### src/rtl/uart_tx_sequencer.sv
// Byte FIFO feeding a UARTController over its register bus: writes the BRG
// divisor after reset, then polls TXBUSY and writes one queued byte per idle status.
module uart_tx_sequencer #(
    parameter logic [15:0] BRG_DIV     = 16'h0001,
    parameter int          DEPTH       = 8,
    parameter int          HOLD_CYCLES = 2
) (
    input  logic       clk_i,
    input  logic       rst_i,
    input  logic       wr_i,
    input  logic [7:0] din_i,
    output logic       full_o,
    output logic       empty_o,
    output logic       cfg_done_o,
    output logic       bus_en_o,
    output logic       bus_we_o,
    output logic [7:0] bus_addr_o,
    output logic [7:0] bus_dout_o,
    input  logic [7:0] bus_din_i
);

    localparam int AW = $clog2(DEPTH);
    localparam int CW = $clog2(DEPTH) + 1;

    typedef enum logic [2:0] {
        CFG_LO, CFG_HI, IDLE, POLL_REQ, POLL_WAIT, POLL_CHK, SEND, HOLD
    } state_t;

    state_t          state_q, state_d;
    logic            run_q;
    logic [3:0]      hold_q;
    logic            cfg_done_q;
    logic            bus_en_q, bus_we_q;
    logic [7:0]      bus_addr_q, bus_dout_q;

    logic [7:0]      mem_q [DEPTH];
    logic [AW-1:0]   wr_ptr_q, rd_ptr_q;
    logic [CW-1:0]   cnt_q, cnt_d;
    logic            full_q, empty_q;
    logic            push, pop;

    // Only the TXBUSY bit matters; the rest of the status byte is don't-care.
    logic            unused_din;
    assign unused_din = ^bus_din_i[7:1];

    assign push  = wr_i & ~full_q;
    assign pop   = (state_q == SEND);
    assign cnt_d = cnt_q + CW'(push) - CW'(pop);

    always_ff @(posedge clk_i) begin
        if (!rst_i && push) mem_q[wr_ptr_q] <= din_i;
    end

    always_ff @(posedge clk_i) begin
        if (rst_i) begin
            wr_ptr_q <= '0;
            rd_ptr_q <= '0;
            cnt_q    <= '0;
            full_q   <= 1'b0;
            empty_q  <= 1'b1;
        end else begin
            if (push) wr_ptr_q <= wr_ptr_q + AW'(1);
            if (pop)  rd_ptr_q <= rd_ptr_q + AW'(1);
            cnt_q   <= cnt_d;
            full_q  <= (cnt_d == CW'(DEPTH));
            empty_q <= (cnt_d == '0);
        end
    end

    // run_q holds CFG_LO for the first post-reset edge so its write is visible for a full cycle.
    always_comb begin
        state_d = state_q;
        case (state_q)
            CFG_LO:    state_d = run_q ? CFG_HI : CFG_LO;
            CFG_HI:    state_d = IDLE;
            IDLE:      state_d = empty_q ? IDLE : POLL_REQ;
            POLL_REQ:  state_d = POLL_WAIT;
            POLL_WAIT: state_d = POLL_CHK;
            POLL_CHK:  state_d = bus_din_i[0] ? POLL_REQ : SEND;
            SEND:      state_d = HOLD;
            HOLD:      state_d = (hold_q == 4'd0) ? IDLE : HOLD;
            default:   state_d = CFG_LO;
        endcase
    end

    // Bus outputs are registered from the next state, so they always decode the current state.
    always_ff @(posedge clk_i) begin
        if (rst_i) begin
            state_q    <= CFG_LO;
            run_q      <= 1'b0;
            hold_q     <= 4'd0;
            cfg_done_q <= 1'b0;
            bus_en_q   <= 1'b0;
            bus_we_q   <= 1'b0;
            bus_addr_q <= 8'h00;
            bus_dout_q <= 8'h00;
        end else begin
            run_q      <= 1'b1;
            state_q    <= state_d;
            cfg_done_q <= cfg_done_q | (state_d == IDLE);
            if (state_q == SEND)
                hold_q <= 4'(HOLD_CYCLES - 1);
            else if (state_q == HOLD)
                hold_q <= hold_q - 4'd1;
            bus_en_q   <= 1'b0;
            bus_we_q   <= 1'b0;
            bus_addr_q <= 8'h00;
            bus_dout_q <= 8'h00;
            case (state_d)
                CFG_LO: begin
                    bus_en_q   <= 1'b1;
                    bus_we_q   <= 1'b1;
                    bus_addr_q <= 8'h01;
                    bus_dout_q <= BRG_DIV[7:0];
                end
                CFG_HI: begin
                    bus_en_q   <= 1'b1;
                    bus_we_q   <= 1'b1;
                    bus_addr_q <= 8'h02;
                    bus_dout_q <= BRG_DIV[15:8];
                end
                POLL_REQ: begin
                    bus_en_q   <= 1'b1;
                    bus_addr_q <= 8'h00;
                end
                SEND: begin
                    bus_en_q   <= 1'b1;
                    bus_we_q   <= 1'b1;
                    bus_addr_q <= 8'h03;
                    bus_dout_q <= mem_q[rd_ptr_q];
                end
                default: ;
            endcase
        end
    end

    assign full_o     = full_q;
    assign empty_o    = empty_q;
    assign cfg_done_o = cfg_done_q;
    assign bus_en_o   = bus_en_q;
    assign bus_we_o   = bus_we_q;
    assign bus_addr_o = bus_addr_q;
    assign bus_dout_o = bus_dout_q;

endmodule

### config.mk
export PLATFORM = sky130hd
export DESIGN_NAME = uart_tx_sequencer
export DESIGN_NICKNAME = d
export VERILOG_FILES = /design/src/rtl/uart_tx_sequencer.sv
export SDC_FILE = /design/constraint.sdc
export NUM_CORES = 1
export LEC_CHECK = 0
export BUFFER_PORTS_ARGS = -buffer_cell sky130_fd_sc_hd__buf_2
export CORE_MARGIN = 2
export CORE_UTILIZATION = 46
export DETAILED_ROUTE_END_ITERATION = 16
export GPL_ROUTABILITY_DRIVEN = 0
export PLACE_DENSITY_LB_ADDON = 0.05
export SETUP_SLACK_MARGIN = 0.3
export SYNTH_ARGS = -nofsm -noshare
export SYNTH_HDL_FRONTEND = slang
export SYNTH_SLANG_ARGS = --single-unit
### constraint.sdc
create_clock -name clk_i -period 7.15 [get_ports clk_i]
set_clock_uncertainty 0.2 [all_clocks]
set_input_delay 0.715 -clock clk_i [delete_from_list [all_inputs] [get_ports clk_i]]
set_output_delay 0.715 -clock clk_i [all_outputs]
set_load 0.05 [all_outputs]
### Word-level counts from Yosys, hierarchy flattened

Memories as Yosys holds them, arrays and structs flattened. A register that Yosys moved wholly into a read port is not among the register bits.
Index checks and enable logic that the tools add are counted.

* memories: 1
* output and inout bits: 21
* word-level logic and storage cells: 61
* memory bits (writable): 64
* bits of input ports: 19
* flip-flop bits (word level): 39

Memories
* mem_q: words 8, bits a word 8, rd ports 1, clocked after Yosys merged registers in 1, wr ports 1, RTL line 36 `logic [7:0] mem_q [DEPTH];`

* add/subtract/negate cells: 5
* mux-type cells: 16
* equality and inequality tests: 12
* bitwise operators: 3
* reduce and logical (&&, ||, !) cells: 10

Operators with widths (number)
* 3-bit case mux with 8 select lines: 1
* 8-bit case mux with 2 select lines: 1
* 3-bit equality test (second input constant): 5
* 3-bit by 2-bit equality test with 1-bit output (second input constant): 4
* 3-bit 2-to-1 mux: 4
* 1-bit 2-to-1 mux: 9
* 4-bit zero test: 2
* 3-bit by 1-bit adder with 3-bit output (second input constant): 2
* 3-bit by 1-bit equality test with 1-bit output (second input constant): 2
* 3-bit zero test: 2
* 2-bit case mux with 3 select lines: 1
* 4-bit by 1-bit adder with 4-bit output: 1
* 4-bit equality test (second input constant): 1
* 4-bit OR reduction: 1
* 4-bit by 1-bit subtractor with 4-bit output: 1
* 4-bit by 1-bit subtractor with 4-bit output (second input constant): 1
* 3-bit OR reduction: 1
* 2-bit nonzero test: 1
* 2-bit OR reduction: 1
* 1-bit AND: 1
* 1-bit logical AND: 1
* 1-bit zero test: 1
* 1-bit inverter: 1
* 1-bit OR: 1

### Longest topological paths before layout

Gate-level depths: netlist of the first run.

* depth after elaboration: 6
* mapped depth: 11
* gate-level depth less buffers: 10

### Least setup slack after synthesis of the first run

No wires, ideal clock.

* kind: input port to flip-flop
* start: input wr_i
* end: register empty_q, in the netlist empty_o
* required time: 6834 ps
* path slack: 4394 ps
* buffers on the path: 0
* cell stages on the path: 9
* arrival: 2440 ps
* setup time: 116 ps
* cell sequence: nor2b_1 > inv_1 > ha_1 > inv_1 > ha_1 > inv_1 > fa_1 > xor2_1 > a41o_1

* word-level cells in the longest chain between the ends: 4

RTL lines
* start, declared: RTL line 10 `input logic wr_i,`
* 1-bit AND: RTL line 46 `assign push = wr_i & ~full_q;`
* 4-bit by 1-bit adder with 4-bit output: RTL line 48 `assign cnt_d = cnt_q + CW'(push) - CW'(pop);`
* 4-bit by 1-bit subtractor with 4-bit output: RTL line 48
* 4-bit zero test: RTL line 66 `empty_q <= (cnt_d == '0);`
* end signal, assigned: RTL line 66
* end, declared: RTL line 39 `logic full_q, empty_q;`

No other way between the ends.
A chain may end at the register's enable or synchronous reset.

### Final worst setup path of the first run

* start: input wr_i
* end: register full_q, in the netlist full_o

* word-level cells in the longest chain between the ends: 4

RTL lines
* 1-bit AND: RTL line 46
* 4-bit by 1-bit adder with 4-bit output: RTL line 48
* 4-bit by 1-bit subtractor with 4-bit output: RTL line 48
* 4-bit equality test: RTL line 65 `full_q <= (cnt_d == CW'(DEPTH));`
* end signal, assigned: RTL line 65
* end, declared: RTL line 39

No other way between the ends.

==> flow_metrics.tcl, run 1 <==
set metrics [dict create \
    status "complete, no violations" \
    drtAntennaViolNets 0 \
    finalMaxSlewViolations 0 \
    synthTopCellsByArea "edfxtp_1, dfxtp_1, mux4_2" \
    reg2reg_depth 9 \
    fin_cells 409 \
    port_buffers 26 \
    worstSkewPairLatency_ns 0.36 \
    clock.fmax_ghz 0.366 \
    clk_pin_slew_worst_paths_ns 0.10 \
    dr.pass1.iters 4 \
    synth-seq-cells 100 \
    die_height_um 96.4 \
    synth_top_area_cell "edfxtp_1" \
    crit_end "full_o" \
    tns_ns 0 \
    dieWidth_um 96.4 \
    crit_required_ns 7.23 \
    ys_types 40 \
    reg2reg_from "state_q[1]" \
    wire_per_inst_um 16.3 \
    n_antenna_cell 0 \
    cts.sinks 100 \
    drive_gt1_share_pct 22.4 \
    seq_area_um2 2640 \
    critPathKind "input pin to flip-flop" \
    met1_usage_pct 20.4 \
    vias 2107 \
    rows 33 \
    area_delta_synth_final_pct 11.6 \
    tightest_slew_ns 0.917 \
    drc 0 \
    maxSlewHeadroom_pct 38.7 \
    grt_pass1_wl_um 10500 \
    die_area_um2 9300 \
    track_usage_pct 15.9 \
    dp_hpwl_um 4320 \
    crit_path_end_kind "flip-flop" \
    period_share_pct 38.2 \
    met2_usage_pct 26.0 \
    synth_top_area_share_pct 48.9 \
    power.density_nw_per_um2 286 \
    multi_input_area_um2 1190 \
    core_area_um2 8260 \
    grt_max_degree 32 \
    crit_start "wr_i" \
    start_util_pct 47.6 \
    ioPinCount 40 \
    nFillCells 719 \
    cts_tree "built" \
    reg2reg_to "full_o" \
    cts_setup_buffers 0 \
    finalCoreUtilization_pct 53.2 \
    syn_area_um2 3930 \
    cellLeakagePower_nw 1.54 \
    arrival_ns 2.81 \
    mostFrequentLayoutCell "edfxtp_1" \
    dp.cells 393 \
    hp-class "flip-flop to flip-flop" \
    grt_pass1_vias 2047 \
    cap_violations 0 \
    seq_area_frac_synth_pct 67.2 \
    final_cell_mix "edfxtp_1, dfxtp_1, buf_2" \
    drtIter0Drc 76 \
    htreeDepth 3 \
    r2r_setup_slack_ns 4.51 \
    cts_buffers 9 \
    cts.path.max_buffers 2 \
    post_cts_resized 0 \
    vdd_drop_max_v 0.000176 \
    path_max_fanout 6 \
    synth_cells 272 \
    routed_wl_um 6680 \
    antenna_found_initial 0 \
    ctsHoldBuffers 0 \
    fin_crit_ns 2.73 \
    grt_overflow 0 \
    rsz0062_at_grt "false" \
    clock-root-buffer "clkbuf_8" \
    yosys_warnings 0 \
    grt-busiest-layer "met2" \
    viasPerCell 5.15 \
    met3_usage_pct 4.19 \
    hold_violations 0 \
    finalNetCount 326 \
    synth.avg_cell_area_um2 14.5 \
    cp-start-kind "input pin" \
    setup_viol 0 \
]
## report_power, final
| group | leakage [nW] | switching, mW | total (mW) | internal [mW] |
|---|---|---|---|---|
| Combinational | 0.553 | 0.124 | 0.191 | 0.0669 |
| Sequential | 0.872 | 0.0285 | 0.682 | 0.654 |
| Clock | 0.112 | 0.188 | 0.382 | 0.194 |
## final cells by class
type,instances,area share (%)
well taps,105,2.99
repair buffers,31,3.82
inverters,11,0.941
flip-flops and latches,100,60.2
clock buffers,12,3.79
multi-input cells,146,27.0
clock inverters,4,1.23
## layer usage
metal  wire length (um)  up-vias
li1                   -     1034
met1               3020     1028
met2               3310       37
met3                265        8
met4                 80        0
met5                  0        -
## kinds of logic (layout without fill, tap and decap cells)
logic type	Yosys count	in the layout	share of synthesized area, %
muxes	25	25	10.8
and+or+nand+nor	70	70	9.04
DFF	100	100	67.2
other	1	6	0.0954
xor gates and xnor gates	7	7	1.56
AOI/OAI and AO/OA	30	30	4.55
buffers and inverters	31	58	3.98
adders and majority gates	8	8	2.74
## stage by stage
step / power, mW / setup slack, ns / cell area, um^2 / hold slack [ns]
final: 1.26 / 4.42 / 4390 / 0.253
after global routing: 1.32 / 4.11 / 4390 / 0.301
after CTS: 1.27 / 4.42 / 4390 / 0.260
after detailed placement: 0.890 / 4.05 / 4170 / 0.244
after global placement: 0.887 / 4.04 / 4170 / 0.236
after floorplan: 0.841 / 4.39 / 3950 / 0.254
## worst min path at each step
stage	start	end	slack [ns]	depth (start not counted)
after floorplan	hold_q[0]	hold_q[0]	0.25	1
after global placement	cfg_done_o	cfg_done_o	0.24	2
after detailed placement	cfg_done_o	cfg_done_o	0.24	2
after CTS	cfg_done_o	cfg_done_o	0.26	2
after global routing	cfg_done_o	cfg_done_o	0.30	2
final	cfg_done_o	cfg_done_o	0.25	2
## sequential cells by signal, summed over array words and instances, names as in the netlist, named ones only
signal and cells:
bus_addr_o 2, bus_dout_o 8, bus_en_o 1, bus_we_o 1, cfg_done_o 1, cnt_q 4, empty_o 1, full_o 1
hold_q 4, mem_q 64, rd_ptr_q 3, run_q 1, state_q 3, wr_ptr_q 3
## cells in the mapped netlist, drive strengths merged
cell type	n
a211oi	3
a21bo	1
a21o	2
a21oi	15
a22oi	1
a31o	1
a41o	1
and3	1
and3b	1
buf	14
clkbuf	6
conb	1
dfxtp	36
edfxtp	64
fa	1
ha	7
inv	11
mux2i	11
mux4	14
nand2	13
nand2b	2
nand3	3
nand3b	6
nor2	25
nor2b	2
nor3	4
nor3b	3
nor4	2
nor4b	2
o21ai	6
or2	1
or2b	1
or3	3
or4	1
xnor2	3
xor2	4
## critical path: stages
cell and delay, ns:
buf_2 0.07, nor2b_1 0.37, inv_1 0.23, ha_1 0.34, inv_1 0.05, ha_1 0.16, inv_1 0.06, fa_1 0.37
xor2_1 0.23, nand3_1 0.11, nor3_1 0.12
Power figures use the tool's default switching activity.
==> inputs of run 2 (changes only) <==
==> constraint.sdc (replaced) <==
create_clock -name clk_i -period 2.77 [get_ports clk_i]
set_clock_uncertainty 0.2 [all_clocks]
set_input_delay 0.277 -clock clk_i [delete_from_list [all_inputs] [get_ports clk_i]]
set_output_delay 0.277 -clock clk_i [all_outputs]
set_load 0.05 [all_outputs]
==> flow_metrics.tcl, run 2 (synthesized netlist as in run 1, its figures left out) <==
set metrics [dict create \
    status "complete, no violations" \
    pre_cts_ws_ns 0.319 \
    setup_viol 0 \
    die_height_um 96.4 \
    setup_slack_ns 0.451 \
    htreeDepth 3 \
    cts.path.max_buffers 2 \
    path_max_fanout 6 \
    start_util_pct 47.6 \
    antenna_found_initial 0 \
    crit_start "full_o" \
    arrival_ns 2.36 \
    viasPerCell 5.05 \
    cp-start-kind "flip-flop" \
    period_share_pct 83.7 \
    area_delta_synth_final_pct 15.4 \
    dr.pass1.iters 4 \
    power_mw 3.30 \
    grt_pass1_vias 2029 \
    fin_crit_ns 2.32 \
    port_buffers 26 \
    top_register "mem_q" \
    core_area_um2 8260 \
    worstSkewPairLatency_ns 0.35 \
    finalMaxSlewViolations 0 \
    vias 2151 \
    drc 0 \
    tightest_slew_ns 0.754 \
    critPathKind "flip-flop to flip-flop" \
    rsz0062_at_grt "false" \
    n_antenna_cell 0 \
    cts_buffers 9 \
    tns_ns 0 \
    clock-root-buffer "clkbuf_8" \
    cellLeakagePower_nw 1.61 \
    drive_gt1_share_pct 24.6 \
    grt_pass1_wl_um 10700 \
    hp-class "input pin to flip-flop" \
    power.density_nw_per_um2 727 \
    rows 33 \
    reg2reg_from "full_o" \
    dp_hpwl_um 4190 \
    hold_violations 0 \
    drtIter0Drc 119 \
    cts_tree "built" \
    finalNetCount 343 \
    mostFrequentLayoutCell "edfxtp_1" \
    wire_per_inst_um 15.8 \
    die_area_um2 9300 \
    cts.sinks 100 \
    cap_violations 0 \
    largest_register_ffs 64 \
    track_usage_pct 16.1 \
    vdd_drop_max_v 0.000449 \
    clk_pin_slew_worst_paths_ns 0.09 \
    final_cell_mix "edfxtp_1, dfxtp_1, buf_2" \
    clock.fmax_ghz 0.431 \
    crit_path_end_kind "flip-flop" \
    maxSlewHeadroom_pct 49.7 \
    routed_wl_um 6730 \
    grt_max_degree 21 \
    hold_start "din_i[0]" \
    drtAntennaViolNets 0 \
    grt_overflow 0 \
    ioPinCount 40 \
    crit_required_ns 2.82 \
    dieWidth_um 96.4 \
]
==> run 2: cell count changes in the layout (fill, tap and decap cells not counted), sizes merged <==
cell	before	now
buf	31	41
bufinv	1	2
clkbuf	12	10
clkinvlp	0	2
dlygate4sd3	0	7
inv	12	11
==> run 2: routing by layer <==
metal	track usage, %	part of all wire (%)	vias up
met1	21.0	46	1052
met3	4.65	2.8	5
met2	26.8	50	28
met4	4.23	0.77	0
met5	0	0	-
li1	-	-	1066
==> run 2: power by group <==
part           switching (mW)  internal, mW
Combinational           0.352         0.215
Clock                   0.475         0.509
Sequential             0.0586          1.69
Total                   0.885          2.41
==> run 2: worst max-delay path, stage by stage, from the launching register on <==
cell,delay [ns]
dfxtp_1,0.34
nor2b_4,0.18
inv_2,0.09
ha_1,0.29
inv_1,0.05
ha_1,0.15
inv_1,0.05
fa_1,0.41
xor2_2,0.21
a41o_1,0.24
==> run 2: what timing repair did <==
action	in CTS	in global routing
hold buffers	7	0
resized for setup	0	3
setup endpoints to repair	0	1
hold endpoints to repair	56	0
setup buffers	0	1
==> run 2: metrics by stage <==
stage | cells | area, um^2 | utilization, % | hold slack (ns)
2_1_floorplan | 277 | 3950 | - | 0.176
3_3_place_gp | 402 | 4230 | 51.2 | 0.235
3_5_place_dp | 402 | 4230 | 51.2 | 0.260
4_1_cts | 425 | 4520 | 54.7 | 0.00845
5_1_grt | 426 | 4540 | 54.9 | 0.00661
6_report | 426 | 4540 | 54.9 | 0.0241
==> run 2: path summary, 6_finish.rpt <==
kind,end,slack (ns),cells after the start
max,empty_o,0.45,9
min,mem_q[5][0],0.02,1
max reg2reg,empty_o,0.45,9
min reg2reg,cfg_done_o,0.27,2
==> run 2: cell type report <==
cell class,instances,area (um^2)
clock inverter,6,88.8
clock buffer,10,128
timing repair buffer,48,313
inverter,11,41.3
fill,702,3720
sequential,100,2640
multi-input combinational,146,1190
tap,105,131
==> inputs of run 3 (changes only) <==
==> constraint.sdc (replaced) <==
create_clock -name clk_i -period 2.1 [get_ports clk_i]
set_clock_uncertainty 0.2 [all_clocks]
set_input_delay 0.21 -clock clk_i [delete_from_list [all_inputs] [get_ports clk_i]]
set_output_delay 0.21 -clock clk_i [all_outputs]
set_load 0.05 [all_outputs]
==> flow_metrics.tcl, run 3 (synthesized netlist as in run 1, its figures left out) <==
set metrics [dict create \
    status "complete, no violations" \
    vdd_drop_max_v 0.000662 \
    cellLeakagePower_nw 1.72 \
    dp_hpwl_um 4690 \
    power.density_nw_per_um2 917 \
    fin_cells 444 \
    grt_max_degree 19 \
    met2_usage_pct 29.1 \
    arrival_ns 2.11 \
    pre_cts_ws_ns -0.0221 \
    rsz0062_at_grt "true" \
    hold_violations 0 \
    period_share_pct 97.4 \
    fin_worst_hold_slack_ns 0.0396 \
    cp_num_buf_inv 2 \
    cts.sinks 100 \
    cts_tree "built" \
    antenna_found_initial 0 \
    wire_per_inst_um 16.2 \
    grt_overflow 0 \
    finalCoreUtilization_pct 58.3 \
    slowest_stage "fa_2" \
    core_area_um2 8260 \
    dpl-instance-area_um2 4410 \
    finalNetCount 362 \
    die_area_um2 9300 \
    mostFrequentLayoutCell "edfxtp_1" \
    finalMaxSlewViolations 0 \
    area_delta_synth_final_pct 22.6 \
    htreeDepth 3 \
    tightest_slew_ns 0.564 \
    clock.fmax_ghz 0.489 \
    fin_crit_ns 2.05 \
    vias 2279 \
    clk_pin_slew_worst_paths_ns 0.10 \
    path_max_fanout 3 \
    ioPinCount 40 \
    routed_wl_um 7180 \
    crit_path_end_kind "flip-flop" \
    drtIter0Drc 111 \
    dr.pass1.iters 5 \
    reg2reg_depth 9 \
    worstSkewPairLatency_ns 0.35 \
    grt_pass1_wl_um 11600 \
    cts_buffers 9 \
    grt-busiest-layer "met2" \
    dp.cells 414 \
    port_buffers 26 \
    maxSlewHeadroom_pct 62.4 \
    setup_slack_ns 0.0543 \
    start_util_pct 47.6 \
    largest_register_ffs 64 \
    cp-start-kind "flip-flop" \
    n_antenna_cell 0 \
    top_register "mem_q" \
    clock-root-buffer "clkbuf_8" \
    drive_gt1_share_pct 34.5 \
    drc 0 \
    dieWidth_um 96.4 \
    drtAntennaViolNets 0 \
    die_height_um 96.4 \
    crit_path_cell_trace "and3b_2 > ha_4 > inv_2 > ha_4 > inv_2 > fa_2 > xor2_2 > nand3_1 > nor3_2" \
    crit_required_ns 2.17 \
    rows 33 \
    final_cell_mix "edfxtp_1, dfxtp_1, buf_2" \
    met1_usage_pct 22.8 \
    cts.path.max_buffers 2 \
    track_usage_pct 17.3 \
    cp.depth 9 \
    power_mw 4.42 \
    viasPerCell 5.13 \
    tns_ns 0 \
    cap_violations 0 \
    setup_viol 0 \
    cp_slowest_stage_delay_ns 0.35 \
    grt_pass1_vias 2286 \
    critPathTopFamily "adder cells" \
    holdPathStages 3 \
    critPathKind "flip-flop to flip-flop" \
    final_area_um2 4820 \
    hp-class "input pin to flip-flop" \
    met3_usage_pct 3.18 \
]
==> run 3: what timing repair did <==
action | CTS | global route
hold buffers | 9 | 0
setup buffers | 3 | 3
gates resized for setup | 7 | 15
setup endpoints to repair | 13 | 52
pin swaps | 6 | 8
hold endpoints to repair | 65 | 0
cloned | 0 | 0
==> run 3: area by class of cell <==
| cell class | count | area [um^2] |
|---|---|---|
| fill | 694 | 3440 |
| sequential | 100 | 2650 |
| multi-input combinational | 146 | 1310 |
| timing repair buffer | 67 | 495 |
| tap | 105 | 131 |
| clock buffer | 10 | 128 |
| clock inverter | 5 | 60.1 |
| inverter | 11 | 41.3 |
==> run 3: path summary, 6_finish.rpt <==
check | startpoint | end | slack, ns
setup / recovery | state_q[0] | full_o | 0.05
hold / removal | bus_din_i[0] | state_q[0] | 0.04
setup reg to reg | state_q[0] | full_o | 0.05
hold reg to reg | cfg_done_o | cfg_done_o | 0.25
==> run 3: worst register-to-register path, cell delays in order, from the launching register on <==
cell	delay, ns
dfxtp_2	0.33
and3b_2	0.23
ha_4	0.24
inv_2	0.06
ha_4	0.12
inv_2	0.03
fa_2	0.35
xor2_2	0.18
nand3_1	0.11
nor3_2	0.12
==> run 3: routing by layer <==
metal  vias to the layer above  wire length [um]
li1                       1108                 -
met1                      1125              3240
met2                        35              3660
met3                        11               171
met4                         0               103
met5                         -                 0
==> run 3: report_power, final <==
| part | leakage [nW] | switching, mW | internal (mW) |
|---|---|---|---|
| combinational | 0.751 | 0.548 | 0.376 |
| sequential | 0.874 | 0.0632 | 2.23 |
| clock | 0.0931 | 0.646 | 0.552 |
| total | 1.72 | 1.26 | 3.16 |
